$ cat config.mk
export PLATFORM = sky130hd
export DESIGN_NAME = rf_write_port_arbiter
export DESIGN_NICKNAME = d
export VERILOG_FILES = /design/src/rtl/rf_ctrl_pkg.sv /design/src/rtl/rf_ll_fifo.sv /design/src/rtl/rf_write_port_arbiter.sv
export SDC_FILE = /design/constraint.sdc
export NUM_CORES = 1
export LEC_CHECK = 0
export ABC_AREA = 1
export CORE_MARGIN = 8
export CORE_UTILIZATION = 52
export DETAILED_ROUTE_END_ITERATION = 8
export PLACE_DENSITY = 0.83
export SLEW_MARGIN = 5
export SYNTH_ARGS = -nofsm -noshare
export SYNTH_HDL_FRONTEND = slang
export SYNTH_HIERARCHICAL = 1
export SYNTH_SLANG_ARGS = --single-unit
$ cat constraint.sdc
create_clock -name clk -period 3.52 [get_ports clk]
set_input_delay 0.528 -clock clk [delete_from_list [all_inputs] [get_ports clk]]
set_output_delay 0.528 -clock clk [all_outputs]
set_load 0.02 [all_outputs]
$ cat src/rtl/rf_ctrl_pkg.sv
// Shared types for the register-file write-port control slice.
// Used by rf_ll_fifo and rf_write_port_arbiter (optional build macro RF_ARB_LL_BYPASS_EN).
package rf_ctrl_pkg;

  localparam int XLEN   = 32;
  localparam int REG_AW = 5;

  typedef struct packed {
    logic [REG_AW-1:0] rd;
    logic [XLEN-1:0]   data;
  } rf_wr_t;

  typedef enum logic [1:0] {
    IDLE     = 2'd0,
    WB_WRITE = 2'd1,
    LL_WRITE = 2'd2
  } arb_state_e;

endpackage

$ cat src/rtl/rf_ll_fifo.sv
// Synchronous FIFO of pending long-latency register writes.
// Pointers carry one extra wrap bit so full and empty need no separate counter.
module rf_ll_fifo
  import rf_ctrl_pkg::*;
#(
  parameter int DEPTH = 2
) (
  input  logic   clk,
  input  logic   rst,
  input  logic   push,
  input  rf_wr_t wr_data,
  input  logic   pop,
  output rf_wr_t rd_data,
  output logic   full,
  output logic   empty
);

  localparam int AW = $clog2(DEPTH);

  logic [AW:0] wr_ptr_q, wr_ptr_d;
  logic [AW:0] rd_ptr_q, rd_ptr_d;
  rf_wr_t      mem_q [DEPTH];

  assign empty   = (wr_ptr_q == rd_ptr_q);
  assign full    = (wr_ptr_q[AW] != rd_ptr_q[AW]) &&
                   (wr_ptr_q[AW-1:0] == rd_ptr_q[AW-1:0]);
  assign rd_data = mem_q[rd_ptr_q[AW-1:0]];

  always_comb begin
    wr_ptr_d = wr_ptr_q;
    rd_ptr_d = rd_ptr_q;
    if (push && !full)  wr_ptr_d = wr_ptr_q + 1'b1;
    if (pop  && !empty) rd_ptr_d = rd_ptr_q + 1'b1;
  end

  // NOTE: state uses non-blocking assignments and a synchronous active-low reset.
  always_ff @(posedge clk) begin
    if (!rst) begin
      wr_ptr_q <= '0;
      rd_ptr_q <= '0;
    end else begin
      wr_ptr_q <= wr_ptr_d;
      rd_ptr_q <= rd_ptr_d;
    end
  end

  // NOTE: storage is not reset; resetting the pointers alone makes every entry invalid.
  always_ff @(posedge clk) begin
    if (push && !full) mem_q[wr_ptr_q[AW-1:0]] <= wr_data;
  end

endmodule

$ cat src/rtl/rf_write_port_arbiter.sv
// Arbitrates the single register-file write port between WB and buffered LL results,
// with a busy scoreboard for decode hazards. Define RF_ARB_LL_BYPASS_EN for LL bypass.
module rf_write_port_arbiter
  import rf_ctrl_pkg::*;
#(
  parameter int LL_DEPTH   = 2,
  parameter int STARVE_MAX = 4
) (
  input  logic              clk,
  input  logic              rst,
  input  logic              wb_we,
  input  logic [REG_AW-1:0] wb_rd,
  input  logic [XLEN-1:0]   wb_data,
  input  logic              ll_valid,
  output logic              ll_ready,
  input  logic [REG_AW-1:0] ll_rd,
  input  logic [XLEN-1:0]   ll_data,
  input  logic              iss_valid,
  input  logic [REG_AW-1:0] iss_rd,
  input  logic [REG_AW-1:0] dec_rs1,
  input  logic [REG_AW-1:0] dec_rs2,
  input  logic [REG_AW-1:0] dec_rd,
  output logic              hazard_stall,
  output logic              starve_stall,
  output logic              rf_we,
  output logic [REG_AW-1:0] rf_a3,
  output logic [XLEN-1:0]   rf_wd3
);

  localparam int              CW         = $clog2(STARVE_MAX + 1);
  localparam logic [CW-1:0]   STARVE_LIM = CW'(STARVE_MAX);

  arb_state_e        state_q, state_d;
  logic [REG_AW-1:0] rf_a3_q, rf_a3_d;
  logic [XLEN-1:0]   rf_wd3_q, rf_wd3_d;
  logic [CW-1:0]     starve_q, starve_d;
  logic              starve_stall_q, starve_stall_d;
  logic [31:0]       busy_q, busy_d;

  logic   wb_valid, ll_hs, bypass;
  logic   fifo_push, fifo_pop, fifo_full, fifo_empty;
  rf_wr_t fifo_head, ll_in;

  assign wb_valid = wb_we && (wb_rd != '0);
  assign ll_ready = !fifo_full;
  assign ll_hs    = ll_valid && ll_ready;
  assign ll_in    = '{rd: ll_rd, data: ll_data};

  rf_ll_fifo #(.DEPTH(LL_DEPTH)) u_ll_fifo (
    .clk     (clk),
    .rst     (rst),
    .push    (fifo_push),
    .wr_data (ll_in),
    .pop     (fifo_pop),
    .rd_data (fifo_head),
    .full    (fifo_full),
    .empty   (fifo_empty)
  );

  always_comb begin
    // NOTE: every comb output gets a default first so no latch is inferred.
    state_d  = IDLE;
    rf_a3_d  = rf_a3_q;
    rf_wd3_d = rf_wd3_q;
    fifo_pop = 1'b0;
    bypass   = 1'b0;
    busy_d   = busy_q;
    starve_d = starve_q;
`ifdef RF_ARB_LL_BYPASS_EN
    bypass = ll_hs && (ll_rd != '0) && !wb_valid && fifo_empty;
`endif
    // LL results for x0 are acknowledged but never stored or written.
    fifo_push = ll_hs && (ll_rd != '0) && !bypass;

    if (wb_valid) begin
      state_d  = WB_WRITE;
      rf_a3_d  = wb_rd;
      rf_wd3_d = wb_data;
    end else if (!fifo_empty) begin
      fifo_pop              = 1'b1;
      state_d               = LL_WRITE;
      rf_a3_d               = fifo_head.rd;
      rf_wd3_d              = fifo_head.data;
      busy_d[fifo_head.rd]  = 1'b0;
    end else if (bypass) begin
      state_d        = LL_WRITE;
      rf_a3_d        = ll_rd;
      rf_wd3_d       = ll_data;
      busy_d[ll_rd]  = 1'b0;
    end

    if (fifo_empty || fifo_pop)                  starve_d = '0;
    else if (wb_valid && starve_q != STARVE_LIM) starve_d = starve_q + 1'b1;
    starve_stall_d = (starve_d == STARVE_LIM);

    // Issue is applied after the clear so a same-cycle set wins.
    if (iss_valid && iss_rd != '0) busy_d[iss_rd] = 1'b1;
    busy_d[0] = 1'b0;
  end

  always_ff @(posedge clk) begin
    if (!rst) begin
      state_q        <= IDLE;
      rf_a3_q        <= '0;
      rf_wd3_q       <= '0;
      starve_q       <= '0;
      starve_stall_q <= 1'b0;
      busy_q         <= '0;
    end else begin
      state_q        <= state_d;
      rf_a3_q        <= rf_a3_d;
      rf_wd3_q       <= rf_wd3_d;
      starve_q       <= starve_d;
      starve_stall_q <= starve_stall_d;
      busy_q         <= busy_d;
    end
  end

  assign rf_we        = (state_q != IDLE);
  assign rf_a3        = rf_a3_q;
  assign rf_wd3       = rf_wd3_q;
  assign starve_stall = starve_stall_q;
  assign hazard_stall = busy_q[dec_rs1] | busy_q[dec_rs2] | busy_q[dec_rd];

endmodule

* Word-level counts from Yosys, hierarchy flattened
Memory sizes are Yosys's and may differ from the RTL's. A register that Yosys moved wholly into a read port is not among the register bits.
Index checks and enable logic that the tools add are counted.
** Storage, ports and cells
- Register bits after elaboration :: 79
- Bits in latches :: 0
- Memory bits (writable) :: 74
- Bits in read-only memories :: 0
- Output and inout port bits :: 41
- Logic and storage cells :: 78
- Memories kept :: 1
** Memory list
- u_ll_fifo.mem_q :: depth 2, width 37, read ports 1, clocked after Yosys merged registers in 1, write ports 1, RTL line rf_ll_fifo.sv:22 : rf_wr_t mem_q [DEPTH];
** Cells by class
- $add $sub $neg :: 3
- Multipliers :: 0
- Div/mod/pow operators :: 0
- Order comparisons :: 7
- Equality and inequality tests :: 6
- Shifts and indexed selects :: 0
- Mux-type cells :: 27
- Bitwise gates (word level) :: 6
- Reductions and logical operators :: 18
** Operators by type and width (number)
- two-way mux 32 bit :: 5
- bitwise AND 32 bit :: 1
- inverter 32 bit :: 1
- bitwise OR 32 bit :: 1
- less-than comparator 5 x 6 -> 1 bit, second input constant :: 5
- binary-select mux 1 bit (select 5 bit) :: 3
- nonzero test 5 bit :: 3
- two-way mux 1 bit :: 12
- demux 1 bit (select 5 bit) :: 2
- >= comparator 5 x 1 -> 1 bit, second input constant :: 2
- logical AND 1 bit :: 10
- two-way mux 5 bit :: 2
- two-way mux 3 bit :: 2
- adder 2 x 1 -> 2 bit, second input constant :: 2
- adder 3 x 1 -> 3 bit, second input constant :: 1
- equality test 3 bit, second input constant :: 1
- != test 3 bit, second input constant :: 1
- equality test 2 bit :: 1
- zero test 1 bit :: 2
- two-way mux 2 bit :: 1
- != test 2 bit, second input constant :: 1
- bitwise OR 1 bit :: 2
- nonzero test 2 bit :: 1
- OR reduction 2 bit :: 1
- 4 further kinds :: 4

* Depth between registers and ports, before layout
Gate-level depths: netlist of the first run.
- Depth in word-level cells :: 10
- Depth in mapped cells :: 14
- Mapped depth without buffers :: 13

* Cells and area by module
Netlist of the first run, hierarchy kept.
** By module, submodules not included
- rf_write_port_arbiter :: instances 1, cells each 678, area an instance 4246.6 um^2, seq. area each 1481.4 um^2
- rf_ll_fifo :: instances 1, cells each 161, area an instance 3091.7 um^2, seq. area each 2322.2 um^2

* Worst setup path before layout of the first run
OpenSTA, ideal clock, no wires.
- Path type :: register to register
- Start :: register u_ll_fifo.rd_ptr_q[1]
- End :: memory u_ll_fifo/mem_q[0][0] in the netlist's numbering, enable pin
- Library setup time :: 0.432 ns
- Data arrival time :: 2.689 ns
- Slack :: 0.399 ns
- Cell stages (with the launch flop) :: 11
- Path buffers :: 0
- Path through :: dfxtp_1 -> inv_1 -> nand2_1 -> nand2_1 -> nand2_2 -> inv_1 -> inv_1 -> o311ai_0 -> inv_1 -> nand2_1 -> nor2_1
** Between the ends
- Cells in the longest elaborated chain, start to end :: 8
** Ends and longest elaborated chain
- start, declared :: RTL line rf_ll_fifo.sv:21 : logic [AW:0] rd_ptr_q, rd_ptr_d;
- start signal, assigned :: RTL line rf_ll_fifo.sv:43 : rd_ptr_q <= rd_ptr_d;
- != test 1 bit :: RTL line rf_ll_fifo.sv:25 : assign full = (wr_ptr_q[AW] != rd_ptr_q[AW]) &&
- logical AND 1 bit :: RTL line rf_ll_fifo.sv:25
- via fifo_full :: RTL line rf_write_port_arbiter.sv:41 : logic fifo_push, fifo_pop, fifo_full, fifo_empty;
- zero test 1 bit :: RTL line rf_write_port_arbiter.sv:45 : assign ll_ready = !fifo_full;
- via ll_ready :: RTL line rf_write_port_arbiter.sv:15 : output logic ll_ready,
- logical AND 1 bit :: RTL line rf_write_port_arbiter.sv:46 : assign ll_hs = ll_valid && ll_ready;
- logical AND 1 bit :: RTL line rf_write_port_arbiter.sv:73 : fifo_push = ll_hs && (ll_rd != '0) && !bypass;
- via fifo_push :: RTL line rf_write_port_arbiter.sv:41
- logical AND 1 bit :: RTL line rf_ll_fifo.sv:49 : if (push && !full) mem_q[wr_ptr_q[AW-1:0]] <= wr_data;
- two-way mux 1 bit :: RTL line rf_ll_fifo.sv:49
- two-way mux 1 bit (implied by the code) :: RTL line rf_ll_fifo.sv:49
- end, declared :: RTL line rf_ll_fifo.sv:22
The timed path passes the listed nets, and every way through them passes these cells.

* Final worst setup path of the first run
- Start :: input dec_rs2[1]
- End :: output hazard_stall
** Between the ends
- Cells in the longest elaborated chain, start to end :: 4
** Ends and longest elaborated chain
- start, declared :: RTL line rf_write_port_arbiter.sv:21 : input logic [REG_AW-1:0] dec_rs2,
- binary-select mux 1 bit (select 5 bit) :: RTL line rf_write_port_arbiter.sv:123 : assign hazard_stall = busy_q[dec_rs1] | busy_q[dec_rs2] | busy_q[dec_rd];
- two-way mux 1 bit (implied by the code) :: RTL line rf_write_port_arbiter.sv:123
- bitwise OR 1 bit (2 in series) :: RTL line rf_write_port_arbiter.sv:123
- end, declared :: RTL line rf_write_port_arbiter.sv:23 : output logic hazard_stall,
Every way passes these cells. The select of a mux whose other input is x is not followed.

==> summary.md, run 1 <==
| Metric | Value |
|---|---|
| Most frequent standard cell in the layout excluding fill and tap cells | nand2_1 |
| Post-cts gate resize count | 0 |
| Unrepaired setup endpoints after global routing | false |
| Number of core rows | 43 |
| Worst rel slew slack | 26.26% |
| Count of filler cells inserted in the layout | about 1,100 |
| Hpwl dp | 14,070 um |
| Type of the worst setup path | in -> out |
| H-Tree Depth | 4 |
| Startpoint type of the worst setup path | primary input |
| Buffers on Ports | around 140 |
| Global route overflow | 0 |
| ANT cells | 0 |
| Quantity of hold-fixing buffers added after cts | 0 |
| Worst reg2reg startpoint | u_ll_fifo/wr_ptr_q[0] |
| Destination of the worst register-to-register timing path | u_ll_fifo/mem_q[0][26] |
| Layout overhead on the synthesized area | 27.79% |
| Worst min-delay path class | reg -> reg |
| Count of non-filler cells in the finished layout | 1,164 |
| CTS buffer count | 17 |
| Warnings from Yosys | 6 |
| Proportion of layout cells with a drive suffix above 1 | 9.756% |
| Final setup skew | around 0.0086 ns |
| Place WS | 0.4426 ns |
| Total number of clock tree sinks | 153 |
| Post-detailed-route count of antenna-violating nets | 0 |
| Top library cells by usage in the layout, fill and taps aside | nand2_1 (284), clkdlybuf4s50_1 (139), nand3_1 (103) |
| # IOs | 140 |
| Power density normalized to cell area | between 500 and 600 nW/um^2 |
| Total leakage power | 3.590 nW |
| Met2 track demand over resource in global routing | a little over a third |
| Global routing met3 resource utilization | 5.981% |
| Period minus WS final | 3.059 ns |
| Final hold violation count | 0 |
| Worst Setup EP | hazard_stall |
| Max-slew violation total from the final report | 0 |
| Fraction of the cycle the final worst path needs | 86.91% |
| Post CTS Setup Buffer Count | 0 |
| Standard cell core area | 13,830 um^2 |
| Worst Setup End Kind | output port |
| CTS max path bufs | 2 |
| Largest net degree at the start of global routing | 38 |
| Peak supply drop | 0.3543 mV |
| Max frequency | between 300 and 400 MHz |
| Layer carrying the most global-route usage | met2 |
| Wire per inst | 17.20 um |
| Origin of the worst setup path | dec_rs2[1] |
| Result of the run | finished clean |
| Overall global routing resource usage | 22.23% |
| TritonCTS clock tree | yes |
| Die X | 134.8 um |
| R2r setup slk | 1.08 ns |
| Vias per inst | 5.423 |
| Vias | 6,312 |
| Share of the yosys chip area belonging to registers | 51.83% |
| Total setup violations reported at the end of the flow | 0 |
| Post-synthesis instance area | between 7000 and 8000 um^2 |
| Via count of the first global-routing pass | around 6,000 |
| Fin worst setup slack | 0.4609 ns |
| Global placement routability congestion | 0.9642 |
| Pre-Repair DR Iteration Count | 5 |
| Residual DRC count | 0 |
| Root buf cell | clkbuf_16 |
| # placed instances | 1,132 |
| Total negative setup slack | 0 ns |
| Maximum capacitance violations | 0 |
| Flop and latch count out of synthesis | 153 |
| Synthesized Nets | 940 |
| Clock-pin slew reported for the worst setup and hold paths after clock tree synthesis | 0.06 ns |
| Count of cells along the worst hold path | 2 |
| Source of the worst hold timing path | busy_q[5] |
| Average footprint of a synthesized cell | 8.746 um^2 |
| Gate count of the mapped netlist | 839 |
| Number of DRC violations after detailed-routing iteration 0 | 516 |
| Initial antenna violation count | 0 |
| Met1 Usage GRT | between 20 and 30% |
| Insertion delay of the later-clocked pin in the worst-skew pair | 0.43 ns |
| Layout Nets | 1,072 |
| Starting utilization of the core area | 53.07% |
| CP arrival | 2.53 ns |
| Die Footprint | 18,170 um^2 |
| Die Y | approximately 130 um |
| Number of cell instances on the worst register-to-register path | 10 |
| Total wire length | around 20,000 um |
| Number of distinct standard cells referenced by the synthesized netlist | 36 |
| Slew @ Worst Pin | 1.103 ns |
| Critical path required time | around 3.0 ns |
| Global-route wire length before repair | 31,670 um |
| Worst Path Max Fanout | 9 |
kinds of logic (layout without fill, tap and decap cells):
logic type | after synthesis | after routing | share of synthesized area [%]
compound gates | 91 | 91 | 7.042
xor+xnor | 2 | 2 | 0.2387
fa+ha+maj | 2 | 2 | 0.3410
buf+inv | 115 | 260 | 7.707
flops | 153 | 153 | 51.83
mux | 37 | 37 | 7.212
simple gates | 439 | 439 | 25.63
stage by stage:
stage                     cell area (um^2)  hold slack (ns)  power [W]  utilization, %
after floorplan                       7338           0.4396   0.002599               -
after global placement                8787           0.4574   0.002886           63.55
after detailed placement              8787           0.4668   0.002905           63.55
after CTS                             9378           0.4745   0.004714           67.82
after global routing                  9378           0.4861   0.004866           67.82
final                                 9378           0.4718   0.004693           67.82
critical path, cell delays in order:
cell             delay, ns
clkdlybuf4s50_1       0.65
inv_1                 0.22
nand3_1               0.12
nand3_1               0.08
nand2_1               0.08
nand2_1               0.05
nand3_1               0.07
nand2_1               0.06
nand3_1               0.08
clkdlybuf4s50_1       0.60
per-layer routing:
layer / part of all wire (%) / wire [um]
met1: 42 / 8313
met5: 0 / 0
met2: 48 / 9601
met4: 3.2 / 631
met3: 7.4 / 1473
layout make-up:
| cell class | count | area [um^2] | area share, % |
|---|---|---|---|
| clock buffer | 17 | 425.4 | 4.536 |
| inverter | 79 | 301.5 | 3.215 |
| tap | 180 | 225.2 | 2.402 |
| clock inverter | 15 | 165.2 | 1.761 |
| timing repair buffer | 149 | 1479 | 15.77 |
| sequential | 153 | 3805 | 40.57 |
| multi-input combinational | 571 | 2977 | 31.74 |
power breakdown:
part | internal, W | switching, W
clock | 0.00106 | 0.000765
combinational | 0.000360 | 0.000449
sequential | 0.00200 | 0.0000557
worst min-delay path by stage:
| stage | to | slack, ns |
|---|---|---|
| detailed placement | rf_wd3[24] | 0.47 |
| global placement | busy_q[2] | 0.46 |
| finish | busy_q[5] | 0.47 |
| global route | busy_q[5] | 0.49 |
| floorplan | busy_q[3] | 0.44 |
| CTS | busy_q[5] | 0.47 |
flip-flops by register name, indices dropped and copies added (netlist names), named ones only:
| name | count |
|---|---|
| busy_q | 31 |
| rf_a3 | 5 |
| rf_wd3 | 32 |
| starve_q | 3 |
| starve_stall | 1 |
| state_q | 2 |
| u_ll_fifo/mem_q | 74 |
| u_ll_fifo/rd_ptr_q | 2 |
| u_ll_fifo/wr_ptr_q | 2 |
cells in the mapped netlist, drive strengths merged:
| cell | n | share of area (%) |
|---|---|---|
| nor2 | 21 | 1.5 |
| inv | 79 | 4.1 |
| a21oi | 36 | 2.5 |
| o21ai | 15 | 1.0 |
| o221ai | 1 | 0.12 |
| nand3b | 1 | 0.10 |
| o311ai | 1 | 0.12 |
| buf | 28 | 3.2 |
| or2 | 1 | 0.085 |
| a31oi | 33 | 2.8 |
| nand2 | 289 | 15 |
| nor3 | 20 | 1.4 |
| mux2 | 37 | 7.2 |
| nand3 | 104 | 7.2 |
| nand4 | 2 | 0.17 |
| or3 | 1 | 0.085 |
| ha | 2 | 0.34 |
| xor2 | 1 | 0.12 |
| o211ai | 5 | 0.51 |
| edfxtp | 74 | 30 |
| xnor2 | 1 | 0.12 |
| dfxtp | 79 | 22 |
| clkbuf | 8 | 0.41 |
(Power assumes the default switching activity.)
==> run 2: changes to the inputs <==
--- a/config.mk
+++ b/config.mk
@@ -7,10 +7,10 @@
 export LEC_CHECK = 0
 export ABC_AREA = 1
 export CORE_MARGIN = 8
-export CORE_UTILIZATION = 52
+export CORE_UTILIZATION = 56
 export DETAILED_ROUTE_END_ITERATION = 8
-export PLACE_DENSITY = 0.83
-export SLEW_MARGIN = 5
+export PLACE_DENSITY = 0.88
+export SLEW_MARGIN = 20
 export SYNTH_ARGS = -nofsm -noshare
 export SYNTH_HDL_FRONTEND = slang
 export SYNTH_HIERARCHICAL = 1
==> constraint.sdc (replaced) <==
create_clock -name clk -period 3.87 [get_ports clk]
set_input_delay 0.774 -clock clk [delete_from_list [all_inputs] [get_ports clk]]
set_output_delay 0.774 -clock clk [all_outputs]
set_load 0.02 [all_outputs]
==> run 2 against run 1 <==
Effect of this change: wire length grew 2.9%; global-route usage grew 2.6 points; total power fell by 7.7%; utilization grew 4.2 points; clock skew shrank 0.00066 ns; setup slack got worse by 0.13 ns; design area is 0.11% higher; highest routed layer unchanged.
==> summary.md, run 2 (synthesis results as in run 1) <==
| Metric | Value |
|---|---|
| Total setup violations reported at the end of the flow | 0 (unchanged) |
| Peak supply drop | 0.3911 mV (+10%) |
| Buffers on Ports | 139 (unchanged) |
| Max frequency | 282.2 MHz |
| CTS buffer count | 17 (unchanged) |
| Critical path required time | 3.10 ns (+0.11 ns) |
| TritonCTS clock tree | yes |
| Die Footprint | 17,020 um^2 (-6.3%) |
| Post-cts gate resize count | 0 (unchanged) |
| Number of flip-flops in the largest register | 74 (unchanged) |
| Vias | 6,523 (+3.3%) |
| Number of DRC violations after detailed-routing iteration 0 | 653 (+27%) |
| Worst Setup End Kind | output port |
| Startpoint type of the worst setup path | primary input |
| Count of cells along the worst hold path | 2 (unchanged) |
| H-Tree Depth | 4 (unchanged) |
| Slew @ Worst Pin | 1.063 ns (-0.04076 ns) |
| Largest net degree at the start of global routing | 39 (+2.6%) |
| Global-route wire length before repair | 32,180 um (+1.6%) |
| Global route overflow | 0 (unchanged) |
| Count of non-filler cells in the finished layout | 1,161 (-0.26%) |
| Root buf cell | clkbuf_16 |
| Largest delay share family, worst path | buffers and inverters |
| Power density normalized to cell area | 461.5 nW/um^2 (-7.8%) |
| Period minus WS final | 3.544 ns |
| Layout Nets | 1,073 (+0.093%) |
| Worst rel slew slack | 28.61% (+2.3 points) |
| Worst stage delay on the critical path | 0.66 ns (about the same) |
| Die X | 130.5 um (-3.2%) |
| Max-slew violation total from the final report | 0 (unchanged) |
| Quantity of hold-fixing buffers added after cts | 0 (unchanged) |
| Unrepaired setup endpoints after global routing | false |
| Worst Path Max Fanout | 8 (-1) |
| Cell-by-cell listing of the critical path | clkdlybuf4s50_1 -> inv_1 -> nor2_1 -> nand2_1 -> nand3_1 -> nand3_1 -> nand3b_1 -> nand2_1 -> nand3_1 -> clkdlybuf4s50_1 |
| Destination of the worst register-to-register timing path | busy_q[8] |
| Die Y | 130.5 um (-3.2%) |
| Insertion delay of the later-clocked pin in the worst-skew pair | 0.43 ns (about the same) |
| Post CTS Setup Buffer Count | 0 (unchanged) |
| Proportion of layout cells with a drive suffix above 1 | 9.746% (-0.0099 points) |
| Result of the run | finished clean |
| Pre-Repair DR Iteration Count | 5 (unchanged) |
| Total leakage power | 3.602 nW (+0.34%) |
| Most frequent standard cell in the layout excluding fill and tap cells | nand2_1 |
| CP arrival | 2.77 ns (+0.24 ns) |
| Residual DRC count | 0 (unchanged) |
| Maximum capacitance violations | 0 (unchanged) |
| Final setup skew | 0.007969 ns (-0.0006601 ns) |
| Type of the worst setup path | in -> out |
| Via count of the first global-routing pass | 6,228 (+1.5%) |
| Total number of clock tree sinks | 153 (unchanged) |
| Critical-path cell with the highest stage delay | clkdlybuf4s50_1 |
| Hpwl dp | 14,370 um (+2.1%) |
| Starting utilization of the core area | 56.31% (+3.2 points) |
| Total negative setup slack | 0 ns (unchanged) |
| Most Frequent Cell on Critical Path | nand3_1 |
| Clock-pin slew reported for the worst setup and hold paths after clock tree synthesis | 0.06 ns (about the same) |
| Top library cells by usage in the layout, fill and taps aside | nand2_1 (284), clkdlybuf4s50_1 (139), nand3_1 (103) |
| R2r setup slk | 1.46 ns (+0.38 ns) |
| Standard cell core area | 13,030 um^2 (-5.7%) |
| Vias per inst | 5.618 (+3.6%) |
| Initial antenna violation count | 0 (unchanged) |
| # IOs | 140 (unchanged) |
| Layout overhead on the synthesized area | 27.93% |
| Wire per inst | 17.74 um (+3.2%) |
| Total wire length | 20,600 um (+2.9%) |
| Fraction of the cycle the final worst path needs | about nine tenths |
| CTS max path bufs | 2 (unchanged) |
| Worst min-delay path class | reg -> reg |
| Count of filler cells inserted in the layout | 978 (-12%) |
| Number of cell instances on the worst register-to-register path | 6 (-4) |
| Source of the worst hold timing path | rf_wd3[17] |
| Global placement routability congestion | 0.9724 (+0.85%) |
| Post-detailed-route count of antenna-violating nets | 0 (unchanged) |
| Final hold violation count | 0 (unchanged) |
| Buf+Inv Stages, Crit Path | 3 (unchanged) |
| Hold-critical path endpoint | rf_wd3[17] |
| Overall global routing resource usage | 24.80% (+2.6 points) |
| # placed instances | 1,129 (-0.27%) |
| Number of core rows | 42 (-2.3%) |
| ANT cells | 0 (unchanged) |
==> run 2: cell types whose count changed in the layout (fill, tap and decap cells not counted), sizes merged <==
cell | previous run | this run
bufinv | 2 | 3
clkinvlp | 1 | 0
clkinv | 7 | 5
clkbuf | 17 | 20
inv | 84 | 83
buf | 10 | 11
==> run 2: metrics by stage <==
step                total power [W]  worst slack (ns)  cell area, um^2  utilization, %  hold WS (ns)
floorplan                  0.002364            0.7492             7338               -        0.4396
global placement           0.002623            0.3658             8777           67.35        0.4495
detailed placement         0.002645            0.3496             8777           67.35        0.4664
CTS                        0.004331            0.3497             9388           72.03        0.4778
global route               0.004475            0.2152             9388           72.03        0.4976
finish                     0.004333            0.3263             9388           72.03        0.4738
==> run 2: final cells by class <==
| cell class | count | area [um^2] | area share (%) |
|---|---|---|---|
| multi-input cells | 571 | 2977 | 31.71 |
| repair buffers | 150 | 1474 | 15.70 |
| clock buffers | 20 | 446.7 | 4.758 |
| clock inverters | 12 | 163.9 | 1.746 |
| flip-flops and latches | 153 | 3805 | 40.53 |
| well taps | 176 | 220.2 | 2.346 |
| inverters | 79 | 301.5 | 3.212 |
==> run 2: worst reg2reg max path, delay by kind of cell (launching register included) <==
kind | cells | cell delay [ns]
buffers and inverters | 2 | 0.68
AO/OA/AOI/OAI | 2 | 0.45
flip-flops | 1 | 0.39
multiplexers | 1 | 0.38
AND/OR/NAND/NOR | 1 | 0.34
==> run 2: report_power, final <==
part | switching, W | internal, W | total (W)
Clock | 0.000668 | 0.00104 | 0.00171
Combinational | 0.000418 | 0.000328 | 0.000746
Sequential | 0.0000527 | 0.00182 | 0.00188
Total | 0.00114 | 0.00319 | 0.00433
==> run 2: how the worst max path moves through the flow <==
stage,endpoint,startpoint,cells past startpoint,slack [ns]
floorplan,u_ll_fifo/mem_q[0][0],u_ll_fifo/rd_ptr_q[1],10,0.75
global placement,hazard_stall,dec_rs1[0],11,0.37
detailed placement,hazard_stall,dec_rs1[0],11,0.35
CTS,hazard_stall,dec_rs1[0],11,0.35
global route,hazard_stall,dec_rd[2],10,0.22
finish,hazard_stall,dec_rd[2],10,0.33
==> run 2: per-layer routing <==
layer	track usage (%)	routed length, um	vias up
li1	-	-	3087
met1	29.96	8157	3047
met2	42.90	10270	347
met3	5.032	1701	42
met4	9.386	466	0
met5	0	0	-
